### src/rtl/load_store_unit_pkg.sv
// Shared load/store encodings, FSM state type and the access-legality check.
package load_store_unit_pkg;

    localparam int unsigned XLEN           = 32;
    localparam int unsigned REG_ADDR_WIDTH = 5;

    // RV32I funct3 width/sign encodings for loads and stores
    localparam logic [2:0] LSU_F3_B  = 3'd0;
    localparam logic [2:0] LSU_F3_H  = 3'd1;
    localparam logic [2:0] LSU_F3_W  = 3'd2;
    localparam logic [2:0] LSU_F3_BU = 3'd4;
    localparam logic [2:0] LSU_F3_HU = 3'd5;

    typedef enum logic [0:0] {
        LsuIdle = 1'b0,
        LsuWait = 1'b1
    } lsu_state_e;

    // True when the access is misaligned or funct3 is not a legal width for the direction.
    function automatic logic lsu_is_fault(input logic we, input logic [2:0] f3,
                                          input logic [1:0] off);
        logic bad;
        bad = 1'b0;
        if (we) begin
            if (f3 > LSU_F3_W) begin
                bad = 1'b1;
            end
        end else if (f3 == 3'd3 || f3 == 3'd6 || f3 == 3'd7) begin
            bad = 1'b1;
        end
        if ((f3 == LSU_F3_H || f3 == LSU_F3_HU) && off[0]) begin
            bad = 1'b1;
        end
        if (f3 == LSU_F3_W && off != 2'b00) begin
            bad = 1'b1;
        end
        return bad;
    endfunction

endpackage

### src/rtl/load_store_unit_if.sv
// Data-memory request/acknowledge bus between the LSU (master) and memory (slave).
interface load_store_unit_if;
    import load_store_unit_pkg::*;

    logic            dmem_req;
    logic            dmem_ack;
    logic [XLEN-1:0] dmem_addr;
    logic            dmem_we;
    logic [3:0]      dmem_be;
    logic [XLEN-1:0] dmem_wdata;
    logic [XLEN-1:0] dmem_rdata;

    modport master (
        output dmem_req,
        output dmem_addr,
        output dmem_we,
        output dmem_be,
        output dmem_wdata,
        input  dmem_ack,
        input  dmem_rdata
    );

    modport slave (
        input  dmem_req,
        input  dmem_addr,
        input  dmem_we,
        input  dmem_be,
        input  dmem_wdata,
        output dmem_ack,
        output dmem_rdata
    );

endinterface

### src/rtl/lsu_data_align.sv
// Combinational lane logic: store byte-enables and data replication, load extract/extend.
module lsu_data_align
    import load_store_unit_pkg::*;
(
    input  logic [2:0]      st_funct3_i,
    input  logic [1:0]      st_off_i,
    input  logic [XLEN-1:0] st_data_i,
    output logic [3:0]      st_be_o,
    output logic [XLEN-1:0] st_wdata_o,
    input  logic [2:0]      ld_funct3_i,
    input  logic [1:0]      ld_off_i,
    input  logic [XLEN-1:0] ld_raw_i,
    output logic [XLEN-1:0] ld_data_o
);

    logic [XLEN-1:0] ld_shift;
    logic [7:0]      ld_byte;
    logic [15:0]     ld_half;

    // Store formatting: replicate data across lanes so memory only needs the byte enables
    always_comb begin
        st_be_o    = 4'b1111;
        st_wdata_o = st_data_i;
        case (st_funct3_i)
            LSU_F3_B: begin
                st_be_o    = 4'b0001 << st_off_i;
                st_wdata_o = {4{st_data_i[7:0]}};
            end
            LSU_F3_H: begin
                st_be_o    = 4'b0011 << st_off_i;
                st_wdata_o = {2{st_data_i[15:0]}};
            end
            default: begin
                st_be_o    = 4'b1111;
                st_wdata_o = st_data_i;
            end
        endcase
    end

    // Load extraction: select the lane, then sign- or zero-extend
    always_comb begin
        ld_shift  = ld_raw_i >> {ld_off_i, 3'b000};
        ld_byte   = ld_shift[7:0];
        ld_half   = ld_off_i[1] ? ld_raw_i[31:16] : ld_raw_i[15:0];
        ld_data_o = ld_raw_i;
        case (ld_funct3_i)
            LSU_F3_B:  ld_data_o = {{24{ld_byte[7]}}, ld_byte};
            LSU_F3_BU: ld_data_o = {24'd0, ld_byte};
            LSU_F3_H:  ld_data_o = {{16{ld_half[15]}}, ld_half};
            LSU_F3_HU: ld_data_o = {16'd0, ld_half};
            default:   ld_data_o = ld_raw_i;
        endcase
    end

endmodule

### src/rtl/load_store_unit.sv
// Load/store unit: one outstanding data-memory transaction, lane formatting and fault detection.
module load_store_unit
    import load_store_unit_pkg::*;
(
    input  logic                      clk_i,
    input  logic                      rst_i,
    input  logic                      req_valid_i,
    output logic                      req_ready_o,
    input  logic                      req_we_i,
    input  logic [2:0]                req_funct3_i,
    input  logic [XLEN-1:0]           req_addr_i,
    input  logic [XLEN-1:0]           req_wdata_i,
    input  logic [REG_ADDR_WIDTH-1:0] req_rd_i,
    load_store_unit_if.master         dmem,
    output logic                      resp_valid_o,
    output logic [XLEN-1:0]           resp_rdata_o,
    output logic [REG_ADDR_WIDTH-1:0] resp_rd_o,
    output logic                      fault_o,
    output logic [XLEN-1:0]           fault_addr_o
);

    lsu_state_e                state_q, state_d;
    logic                      dmem_req_q, dmem_req_d;
    logic [XLEN-1:0]           addr_q, addr_d;
    logic                      we_q, we_d;
    logic [3:0]                be_q, be_d;
    logic [XLEN-1:0]           wdata_q, wdata_d;
    logic [2:0]                funct3_q, funct3_d;
    logic [1:0]                off_q, off_d;
    logic [REG_ADDR_WIDTH-1:0] rd_q, rd_d;
    logic                      resp_valid_q, resp_valid_d;
    logic [XLEN-1:0]           resp_rdata_q, resp_rdata_d;
    logic [REG_ADDR_WIDTH-1:0] resp_rd_q, resp_rd_d;
    logic                      fault_q, fault_d;
    logic [XLEN-1:0]           fault_addr_q, fault_addr_d;

    logic                      accept;
    logic [3:0]                st_be;
    logic [XLEN-1:0]           st_wdata;
    logic [XLEN-1:0]           ld_data;

    // Store lanes come from the live request; load lanes from the latched request.
    lsu_data_align u_align (
        .st_funct3_i (req_funct3_i),
        .st_off_i    (req_addr_i[1:0]),
        .st_data_i   (req_wdata_i),
        .st_be_o     (st_be),
        .st_wdata_o  (st_wdata),
        .ld_funct3_i (funct3_q),
        .ld_off_i    (off_q),
        .ld_raw_i    (dmem.dmem_rdata),
        .ld_data_o   (ld_data)
    );

    // Ready only in IDLE and never while reset is asserted
    always_comb begin
        req_ready_o = (state_q == LsuIdle) && !rst_i;
        accept      = req_valid_i && req_ready_o;
    end

    // Next-state: accept/fault in IDLE, complete on ack in WAIT
    always_comb begin
        state_d      = state_q;
        dmem_req_d   = dmem_req_q;
        addr_d       = addr_q;
        we_d         = we_q;
        be_d         = be_q;
        wdata_d      = wdata_q;
        funct3_d     = funct3_q;
        off_d        = off_q;
        rd_d         = rd_q;
        resp_valid_d = 1'b0;
        resp_rdata_d = resp_rdata_q;
        resp_rd_d    = resp_rd_q;
        fault_d      = 1'b0;
        fault_addr_d = fault_addr_q;

        unique case (state_q)
            LsuIdle: begin
                if (accept) begin
                    if (lsu_is_fault(req_we_i, req_funct3_i, req_addr_i[1:0])) begin
                        fault_d      = 1'b1;
                        fault_addr_d = req_addr_i;
                    end else begin
                        addr_d     = {req_addr_i[XLEN-1:2], 2'b00};
                        we_d       = req_we_i;
                        be_d       = req_we_i ? st_be : 4'b1111;
                        wdata_d    = req_we_i ? st_wdata : '0;
                        funct3_d   = req_funct3_i;
                        off_d      = req_addr_i[1:0];
                        rd_d       = req_rd_i;
                        dmem_req_d = 1'b1;
                        state_d    = LsuWait;
                    end
                end
            end
            LsuWait: begin
                if (dmem.dmem_ack) begin
                    dmem_req_d   = 1'b0;
                    resp_valid_d = 1'b1;
                    resp_rdata_d = we_q ? '0 : ld_data;
                    resp_rd_d    = we_q ? '0 : rd_q;
                    state_d      = LsuIdle;
                end
            end
            default: state_d = LsuIdle;
        endcase
    end

    // State and output registers with synchronous reset
    always_ff @(posedge clk_i) begin
        if (rst_i) begin
            state_q      <= LsuIdle;
            dmem_req_q   <= 1'b0;
            addr_q       <= '0;
            we_q         <= 1'b0;
            be_q         <= 4'b0000;
            wdata_q      <= '0;
            funct3_q     <= 3'd0;
            off_q        <= 2'd0;
            rd_q         <= '0;
            resp_valid_q <= 1'b0;
            resp_rdata_q <= '0;
            resp_rd_q    <= '0;
            fault_q      <= 1'b0;
            fault_addr_q <= '0;
        end else begin
            state_q      <= state_d;
            dmem_req_q   <= dmem_req_d;
            addr_q       <= addr_d;
            we_q         <= we_d;
            be_q         <= be_d;
            wdata_q      <= wdata_d;
            funct3_q     <= funct3_d;
            off_q        <= off_d;
            rd_q         <= rd_d;
            resp_valid_q <= resp_valid_d;
            resp_rdata_q <= resp_rdata_d;
            resp_rd_q    <= resp_rd_d;
            fault_q      <= fault_d;
            fault_addr_q <= fault_addr_d;
        end
    end

    // Registered outputs
    always_comb begin
        dmem.dmem_req   = dmem_req_q;
        dmem.dmem_addr  = addr_q;
        dmem.dmem_we    = we_q;
        dmem.dmem_be    = be_q;
        dmem.dmem_wdata = wdata_q;
        resp_valid_o    = resp_valid_q;
        resp_rdata_o    = resp_rdata_q;
        resp_rd_o       = resp_rd_q;
        fault_o         = fault_q;
        fault_addr_o    = fault_addr_q;
    end

endmodule
### src/flat_wrapper.sv
// flat-port wrapper written by rule: the top's interface ports become plain ports
module load_store_unit_flat import load_store_unit_pkg::*;
  (clk_i, rst_i, req_valid_i, req_ready_o, req_we_i, req_funct3_i, req_addr_i, req_wdata_i, req_rd_i, resp_valid_o, resp_rdata_o, resp_rd_o, fault_o, fault_addr_o, dmem_dmem_req, dmem_dmem_addr, dmem_dmem_we, dmem_dmem_be, dmem_dmem_wdata, dmem_dmem_ack, dmem_dmem_rdata);
  load_store_unit_if dmem_i ();
  input  logic clk_i;
  input  logic rst_i;
  input  logic req_valid_i;
  output logic req_ready_o;
  input  logic req_we_i;
  input  logic [2:0] req_funct3_i;
  input  logic [XLEN-1:0] req_addr_i;
  input  logic [XLEN-1:0] req_wdata_i;
  input  logic [REG_ADDR_WIDTH-1:0] req_rd_i;
  output logic resp_valid_o;
  output logic [XLEN-1:0] resp_rdata_o;
  output logic [REG_ADDR_WIDTH-1:0] resp_rd_o;
  output logic fault_o;
  output logic [XLEN-1:0] fault_addr_o;
  output wire logic [$bits(dmem_i.dmem_req)-1:0] dmem_dmem_req;
  output wire logic [$bits(dmem_i.dmem_addr)-1:0] dmem_dmem_addr;
  output wire logic [$bits(dmem_i.dmem_we)-1:0] dmem_dmem_we;
  output wire logic [$bits(dmem_i.dmem_be)-1:0] dmem_dmem_be;
  output wire logic [$bits(dmem_i.dmem_wdata)-1:0] dmem_dmem_wdata;
  input wire logic [$bits(dmem_i.dmem_ack)-1:0] dmem_dmem_ack;
  input wire logic [$bits(dmem_i.dmem_rdata)-1:0] dmem_dmem_rdata;
  assign dmem_dmem_req = dmem_i.dmem_req;
  assign dmem_dmem_addr = dmem_i.dmem_addr;
  assign dmem_dmem_we = dmem_i.dmem_we;
  assign dmem_dmem_be = dmem_i.dmem_be;
  assign dmem_dmem_wdata = dmem_i.dmem_wdata;
  assign dmem_i.dmem_ack = dmem_dmem_ack;
  assign dmem_i.dmem_rdata = dmem_dmem_rdata;
  load_store_unit u_core (.clk_i(clk_i), .rst_i(rst_i), .req_valid_i(req_valid_i), .req_ready_o(req_ready_o), .req_we_i(req_we_i), .req_funct3_i(req_funct3_i), .req_addr_i(req_addr_i), .req_wdata_i(req_wdata_i), .req_rd_i(req_rd_i), .dmem(dmem_i), .resp_valid_o(resp_valid_o), .resp_rdata_o(resp_rdata_o), .resp_rd_o(resp_rd_o), .fault_o(fault_o), .fault_addr_o(fault_addr_o));
endmodule
### config.mk
export PLATFORM = sky130hd
export DESIGN_NAME = load_store_unit_flat
export DESIGN_NICKNAME = d
export VERILOG_FILES = /design/src/rtl/load_store_unit_pkg.sv /design/src/rtl/load_store_unit_if.sv /design/src/rtl/lsu_data_align.sv /design/src/rtl/load_store_unit.sv /design/src/flat_wrapper.sv
export SDC_FILE = /design/constraint.sdc
export NUM_CORES = 1
export LEC_CHECK = 0
export CAP_MARGIN = 10
export CORE_UTILIZATION = 39
export DETAILED_ROUTE_END_ITERATION = 10
export GPL_TIMING_DRIVEN = 0
export PLACE_DENSITY = 0.77
export SLEW_MARGIN = 20
export SYNTH_ARGS = -nofsm -noshare
export SYNTH_HDL_FRONTEND = slang
export SYNTH_SLANG_ARGS = --single-unit
### constraint.sdc
create_clock -name clk_i -period 1.67 [get_ports clk_i]
set_clock_uncertainty 0.1 [all_clocks]
set_input_delay 0.334 -clock clk_i [delete_from_list [all_inputs] [get_ports clk_i]]
set_output_delay 0.334 -clock clk_i [all_outputs]
set_load 0.05 [all_outputs]
; Yosys cells after proc, flatten, opt, wreduce, memory -nomap -nowiden
; Cells that the tools add are included.
; Widths: inputs -> output; s select.
[word_totals]
register_bits = 150
in_bits = 109
output_inout_bits = 142
wordCells = 75
[op_classes]
n_lt_le_gt_ge = 1
eq_ne = 12
shift = 3
n_mux = 25
bitwise_logic = 3
reduce_logical = 17
[op_table]
columns = cell, n
row1 = $pmux 32 s4, 1
row2 = $mux 32, 2
row3 = $pmux 32 s2, 1
row4 = $shr 32x5->8, 1
row5 = $mux 16, 1
row6 = $eq 3x3->1 const B, 5
row7 = $mux 1, 15
row8 = $reduce_and 3->1, 3
row9 = $pmux 4 s2, 1
row10 = $eq 3x1->1 const B, 2
row11 = $eq 3x2->1 const B, 2
row12 = $logic_not 3->1, 2
row13 = $mux 5, 1
row14 = $logic_and 1x1->1, 4
row15 = $mux 4, 1
row16 = $ne 2x2->1 const B, 2
row17 = $pmux 1 s2, 2
row18 = $shl 1x2->4 const A, 1
row19 = $shl 2x2->4 const A, 1
row20 = $gt 3x2->1 const B, 1
row21 = $logic_or 1x1->1, 3
row22 = $not 1->1, 3
row23 = $reduce_or 3->1, 1
row24 = $ne 2x1->1 const B, 1
row25 = other kinds (4), 4

; Logic depth before layout (Yosys ltp)
; Gate-level depths: netlist of the first run.
[depth]
depth_word = 12
ltp_mapped = 8
ltp_nobuf = 5

; Hierarchy
; Synthesis of the first run repeated with hierarchy kept, for this count alone.
[unflattened]
hier_cells = 682
area_unflattened_um2 = 6792.8
[modules_own_cells]
columns = mod, instances, cells_each, area_per_inst_um2, seq_area_each_um2
row1 = load_store_unit, 1, 501, 5580.4, 3002.9
row2 = lsu_data_align, 1, 181, 1212.4, 0.0

; Worst setup path before layout of the first run
; OpenSTA, ideal clock, no wires.
[synth_path]
kind = input-to-reg
start = in rst_i
end = reg u_core.fault_addr_q[0] (netlist: u_core.fault_addr_o[0])
setup_ps = 132
arrival_ps = 1563
slack_ps = -125
stages = 7
n_path_buf = 3
path_cell_list = buf_6 or3b_1 or3_1 buf_2 buf_2 nand2_1 a21oi_1
[synth_between]
elab_chain_len = 4
[synth_rtl]
columns = element, line_no
row1 = from (decl), flat_wrapper.sv:6  ; input logic rst_i;
row2 = $logic_not 1->1, load_store_unit.sv:57  ; req_ready_o = (state_q == LsuIdle) && !rst_i;
row3 = $logic_and 1x1->1, load_store_unit.sv:57
row4 = $logic_and 1x1->1, load_store_unit.sv:58  ; accept = req_valid_i && req_ready_o;
row5 = $reduce_and 3->1 (no line), --
row6 = to (signal assigned), load_store_unit.sv:141  ; fault_addr_q <= fault_addr_d;
row7 = to (decl), load_store_unit.sv:35  ; logic [XLEN-1:0] fault_addr_q, fault_addr_d;
; Parallel ways exist; a longest one is shown, timed or not.
; A chain may end at the register's enable or synchronous reset.

; Worst setup path in the final report of the first run
[layout_path]
start = reg u_core.state_q
end = reg u_core.fault_addr_q[26] (netlist: u_core.fault_addr_o[26])
[layout_between]
elab_chain_len = 4
[layout_rtl]
columns = element, line_no
row1 = from (decl), load_store_unit.sv:22  ; lsu_state_e state_q, state_d;
row2 = from (signal assigned), load_store_unit.sv:113  ; state_q <= LsuIdle;
row3 = from (signal assigned), load_store_unit.sv:128  ; state_q <= state_d;
row4 = $not 1->1 (no line) *, --
row5 = $logic_and 1x1->1, load_store_unit.sv:57
row6 = $logic_and 1x1->1, load_store_unit.sv:58
row7 = $reduce_and 3->1 (no line) *, --
; Every way passes the cells marked *; elsewhere a longest branch is shown, timed or not.

==> results of run 1 <==
[worst reg2reg max path: stages (launching register included)]
cell      delay (ps)
dfxtp_4          370
or3b_1           330
or3_1            330
buf_6            170
clkinv_8          80
buf_8            120
nand2_1           60
a21oi_2          140
[flip-flops by register name, indices dropped and copies added, names as in the netlist]
register                cells
u_core.dmem.dmem_addr      30
u_core.dmem.dmem_be         4
u_core.dmem.dmem_req        1
u_core.dmem.dmem_wdata     32
u_core.dmem.dmem_we         1
u_core.fault_addr_o        32
u_core.fault_o              1
u_core.funct3_q             3
u_core.off_q                2
u_core.rd_q                 5
u_core.resp_rd_o            5
u_core.resp_rdata_o        32
u_core.resp_valid_o         1
u_core.state_q              1
[area by class of cell]
| type | instances | area (um2) |
|---|---|---|
| repair buffers | 259 | 2780 |
| clock inverters | 13 | 170 |
| multi-input cells | 524 | 3070 |
| diodes | 4 | 10.0 |
| clock buffers | 19 | 443 |
| inverters | 7 | 38.8 |
| fillers | 1220 | 5000 |
| plain buffers | 56 | 382 |
| repair inverters | 1 | 8.76 |
| flip-flops and latches | 150 | 3010 |
| well taps | 188 | 235 |
[placed cells by master (no fill, tap or decap), drive strengths merged, types with 21 or more instances in the layout]
master and n:
o21ai 51, clkdlybuf4s15 138, a21oi 118, buf 39, nand2 204, mux2i 24
dfxtp 150, clkdlybuf4s50 100, clkbuf 52, nor2 21
[routing by layer]
metal  track usage  vias to the layer above  part of all wire
met5             0                        -                 0
met4         0.116                        0             0.036
met3        0.0704                       63             0.067
met2         0.423                      277              0.49
met1         0.318                     3090              0.41
li1              -                     3099                 -
[timing repair]
item | in CTS | in global routing
buffers inserted | 7 | 3
resized for setup | 489 | 69
pin swaps | 13 | 22
cloned | 2 | 3
setup endpoints to repair | 283 | 123
[through the flow]
step / setup slack [ps] / hold WS (ps) / setup TNS (ps) / cells / utilization
floorplan: -87.0 / 332 / -3990 / 739 / -
global placement: -990 / 336 / -112630 / 1172 / 0.579
detailed placement: -1010 / 343 / -112850 / 1172 / 0.579
CTS: -69.3 / 183 / -1250 / 1211 / 0.649
global route: -161 / 229 / -7180 / 1220 / 0.670
finish: -110 / 197 / -2600 / 1221 / 0.670
[path summary, 6_finish.rpt]
| path | slack (ps) | to | depth (start not counted) |
|---|---|---|---|
| worst min-delay path | 200 | u_core.fault_addr_o[0] | 3 |
| worst max register to register | -110 | u_core.fault_addr_o[26] | 7 |
| worst min register to register | 350 | u_core.dmem.dmem_wdata[6] | 2 |
| worst max-delay path | -110 | u_core.fault_addr_o[26] | 7 |
[logic make-up (layout without fill, tap and decap cells)]
family,count (synthesis),in the layout,synth area share
mux,37,37,0.0640
flops,150,150,0.497
simple gates,276,276,0.191
buf+inv,65,355,0.0513
other cells,1,6,0.000621
compound gates,209,209,0.196
[power by group]
part           internal [uW]  switching [uW]
Sequential              3690            60.9
Combinational            626             932
Clock                   2410            1570
Total                   6720            2560
==> flow_summary.toml, run 1 <==
[timing]
fin_crit_ps = 1780
setup_ws_ps = -110
relSlewSlack = 0.539
hold_violations = 0
finalMaxSlewViolations = 0
fin_crit_sh = 1.07
setup_viol = 47
max_freq_mhz = 562
tightest_slew_ps = 691
rsz0062_at_grt = "true"

[worst_setup_path]
max_stage_delay_ps = 370
crit_path_cell_trace = "or3b_1, or3_1, buf_6, clkinv_8, buf_8, nand2_1, a21oi_2"
required_ps = 1910
timing.critical_path.buf_inv = 3
timing.rr.start = "u_core.state_q"
critical_path_arrival_ps = 2020
worstSetupEndpointType = "flip-flop"
critPathMaxFanout = 6
crit_path_top_delay_cell = "dfxtp_4"
worstSetupPathType = "flip-flop to flip-flop"
crit_family = "simple AND/OR/NAND/NOR gates"
cp-start-kind = "flip-flop"
startpoint = "u_core.state_q"

[layout]
num-nets-final = 1125
final_area_um2 = 10100
drive_gt1_frac = 0.293
area_growth_pct = 67.8

[drt]
first_pass_iters = 5
wirelength_mm = 21.7
drtIter0Drc = 405
vias = 6529
wl_per_cell_um = 17.8
vias_per_cell = 5.35
drc = 0
final_antenna_net_count = 0

[global_routing]
grt_usage = 0.259
grt_first_pass_wirelength_mm = 31.9
grt_pass1_vias = 5885
overflow = 0
antenna_found_initial = 4
grt_max_degree = 17

[cts]
cts_buffers = 17
cts_hold_buf = 0
htreeDepth = 4
clock_path_buffers = 2
worstSkewPairLatency_ps = 420
cts_tree = "done"
root_buffer = "clkbuf_16"
clock-sinks = 150
clk_pin_slew_ps = 60

[synthesis]
synth_edf_count = 0
ys.flop_type = "dfxtp_1"
ys_warn_count = 0
synth-async-reset-ratio = 0
seq_area_frac_synth = 0.497
synth_common_cells = "nand2_1, dfxtp_1, a21oi_1, o21ai_0, clkbuf_1"
syn_area_um2 = 6040
avgSynthCellArea_um2 = 8.19
syn_inst = 738
yosysMostFrequentCell = "nand2_1"
synth_top_area_share = 0.497
synth_area_leaders = "dfxtp_1, nand2_1, a21oi_1"
synth.largest_area_cell = "dfxtp_1"
ys_ff_latch = 150
yosysUniqueCellTypes = 40

[floorplanning]
io_pins = 251
die_area_um2 = 16000
die_w_um = 126
die_h_um = 126
fp-row-count = 45
start_util = 0.399
core_um2 = 15100

[min_path]
min_path_type = "input port to flip-flop"
min_from = "req_addr_i[0]"

[power_and_ir_drop]
p_total_uw = 9290
vdd_ir_drop_max_uv = 746
total_leakage_power_uw = 0.00363
p_per_area_nw_per_um2 = 916

[place]
dpl.hpwl_mm = 14.9
gp_congestion = 0.866
place_area_um2 = 8770
io_buffer_count = 245

[outcome]
violations = "negative setup slack"
status = "finished, violations left"

[flow_run]
maxCapViolations = 0
(Power assumes the default switching activity.)
==> run 2: changes to the inputs <==
--- a/config.mk
+++ b/config.mk
@@ -14,3 +14,4 @@
 export SYNTH_ARGS = -nofsm -noshare
 export SYNTH_HDL_FRONTEND = slang
 export SYNTH_SLANG_ARGS = --single-unit
+export TNS_END_PERCENT = 50
==> run 2 against run 1 <==
  * The flow still finishes with violations (negative setup slack)
  * Routed wire length grew 1.8%
  * First-iteration DRC count grew 21%
  * Die area is the same
  * Register-to-register slack lost 20 ps
  * Critical path depth shrank 1
  * Global-route usage grew 0.91 points
  * Sequential cell count is the same
  * Maximum frequency shrank 1.1%
  * Critical endpoint is now u_core.fault_addr_o[10]
==> flow_summary.toml, run 2 (synthesis results as in run 1) <==
[cts]
cts_hold_buf = 0
root_buffer = "clkbuf_16"
cts_buffers = 17
clock_path_buffers = 2
clock-sinks = 150
clk_pin_slew_ps = 60
htreeDepth = 4
worstSkewPairLatency_ps = 420
cts_tree = "done"

[worst_setup_path]
crit_path_top_delay_cell = "or3_4"
startpoint = "u_core.state_q"
timing.rr.start = "u_core.state_q"
worstSetupPathType = "flip-flop to flip-flop"
cp-start-kind = "flip-flop"
crit_path_cell_trace = "or3b_1, or3_4, buf_12, clkbuf_16, nand2_2, a21oi_1"
critPathMaxFanout = 6
required_ps = 1860
timing.critical_path.buf_inv = 2
crit_family = "simple AND/OR/NAND/NOR gates"
worstSetupEndpointType = "flip-flop"
max_stage_delay_ps = 400
critical_path_arrival_ps = 1990

[global_routing]
grt_first_pass_wirelength_mm = 33.1
grt_max_degree = 17
grt_usage = 0.268
grt_pass1_vias = 6245
antenna_found_initial = 1
overflow = 0

[timing]
setup_ws_ps = -129
max_freq_mhz = 556
fin_crit_ps = 1800
finalMaxSlewViolations = 0
setup_viol = 50
relSlewSlack = 0.421
fin_crit_sh = 1.08
tightest_slew_ps = 864
finalSetupTns_ps = -3630
rsz0062_at_grt = "true"
hold_violations = 0

[power_and_ir_drop]
intPower_uw = 6980
pwr-share-comb = 0.171
total_leakage_power_uw = 0.00377
swShare = 0.273
pwr-share-seq = 0.391
p_per_area_nw_per_um2 = 910
vdd_ir_drop_max_uv = 743
power.net_switching_uw = 2620
clkPwrFrac = 0.439
p_total_uw = 9600

[floorplanning]
die_w_um = 126
io_pins = 251
die_area_um2 = 16000
start_util = 0.399
fp-row-count = 45
die_h_um = 126
core_um2 = 15100

[outcome]
violations = "negative setup slack"
status = "finished, violations left"

[layout]
drive_gt1_frac = 0.329
final_cell_mix = "nand2_1, dfxtp_1, clkdlybuf4s15_2"
final_common_cell = "nand2_1"
post-route-util = 0.696
area_growth_pct = 74.5
num-nets-final = 1135

[drt]
wl_per_cell_um = 18.0
drtIter0Drc = 489
drc = 0
vias = 6537
wirelength_mm = 22.1
vias_per_cell = 5.32
first_pass_iters = 5
final_antenna_net_count = 0

[place]
gp_congestion = 0.863
io_buffer_count = 245
dpl.hpwl_mm = 14.6

[min_path]
min_from = "req_addr_i[1]"
min_path_type = "input port to flip-flop"

[flow_run]
maxCapViolations = 0
[run 2: changes by cell type in the layout (fill, tap and decap cells not counted), moves of 5 or more]
cell / delta
nand2_4: -7
o2bb2ai_1: -10
o2bb2ai_2: +10
buf_8: +8
nand2_1: -9
clkbuf_1: -5
nand2_2: +16
buf_12: +5
clkbuf_2: +7
[run 2: path summary, 6_finish.rpt]
kind         slack [ps]  depth (start not counted)                      end
max                -130                          6  u_core.fault_addr_o[10]
min                 160                          3   u_core.fault_addr_o[1]
max reg2reg        -130                          6  u_core.fault_addr_o[10]
min reg2reg         350                          2   u_core.fault_addr_o[8]
[run 2: cell type report]
type,instances,area [um2]
timing repair buffer,269,3000
inverter,7,38.8
tap,188,235
sequential,150,3010
clock buffer,19,453
multi-input combinational,525,3150
buffer,56,463
antenna,2,5.00
clock inverter,13,193
fill,1171,4600
[run 2: per-layer routing]
layer  vias to the layer above  share of wire  GRT usage
li1                       3119              -          -
met1                      3052           0.42      0.323
met2                       305           0.48      0.440
met3                        61          0.068     0.0713
met4                         0          0.039      0.135
met5                         -              0          0
[run 2: what timing repair did]
| item | in CTS | in global routing |
|---|---|---|
| setup buffers | 12 | 2 |
| cloned | 3 | 8 |
| pin swaps | 12 | 33 |
| setup endpoints to repair | 283 | 137 |
| resized for setup | 503 | 112 |
[run 2: metrics by stage]
step           setup slack [ps]  hold WS [ps]  std cells  area (um2)
4_1_cts                    -131           154       1218       10000
3_5_place_dp              -1210           344       1172        8770
3_3_place_gp              -1190           336       1172        8770
5_1_grt                    -167           164       1228       10500
6_report                   -129           157       1229       10500
2_1_floorplan             -87.0           332        739        6080
[run 2: tightest hold or removal path, delay by kind of cell]
kind,cells,cell delay (ps)
compound gates,1,40
simple gates,1,90
buf+inv,1,170
[run 2: power by group through the flow]
stage                     combinational (uW)  sequential (uW)  clock (uW)
after global routing                    1720             3760        4410
after global placement                  1410             3820           0
after floorplan                          441             4160           0
final                                   1640             3750        4210
after CTS                               1510             3740        4260
after detailed placement                1410             3820           0
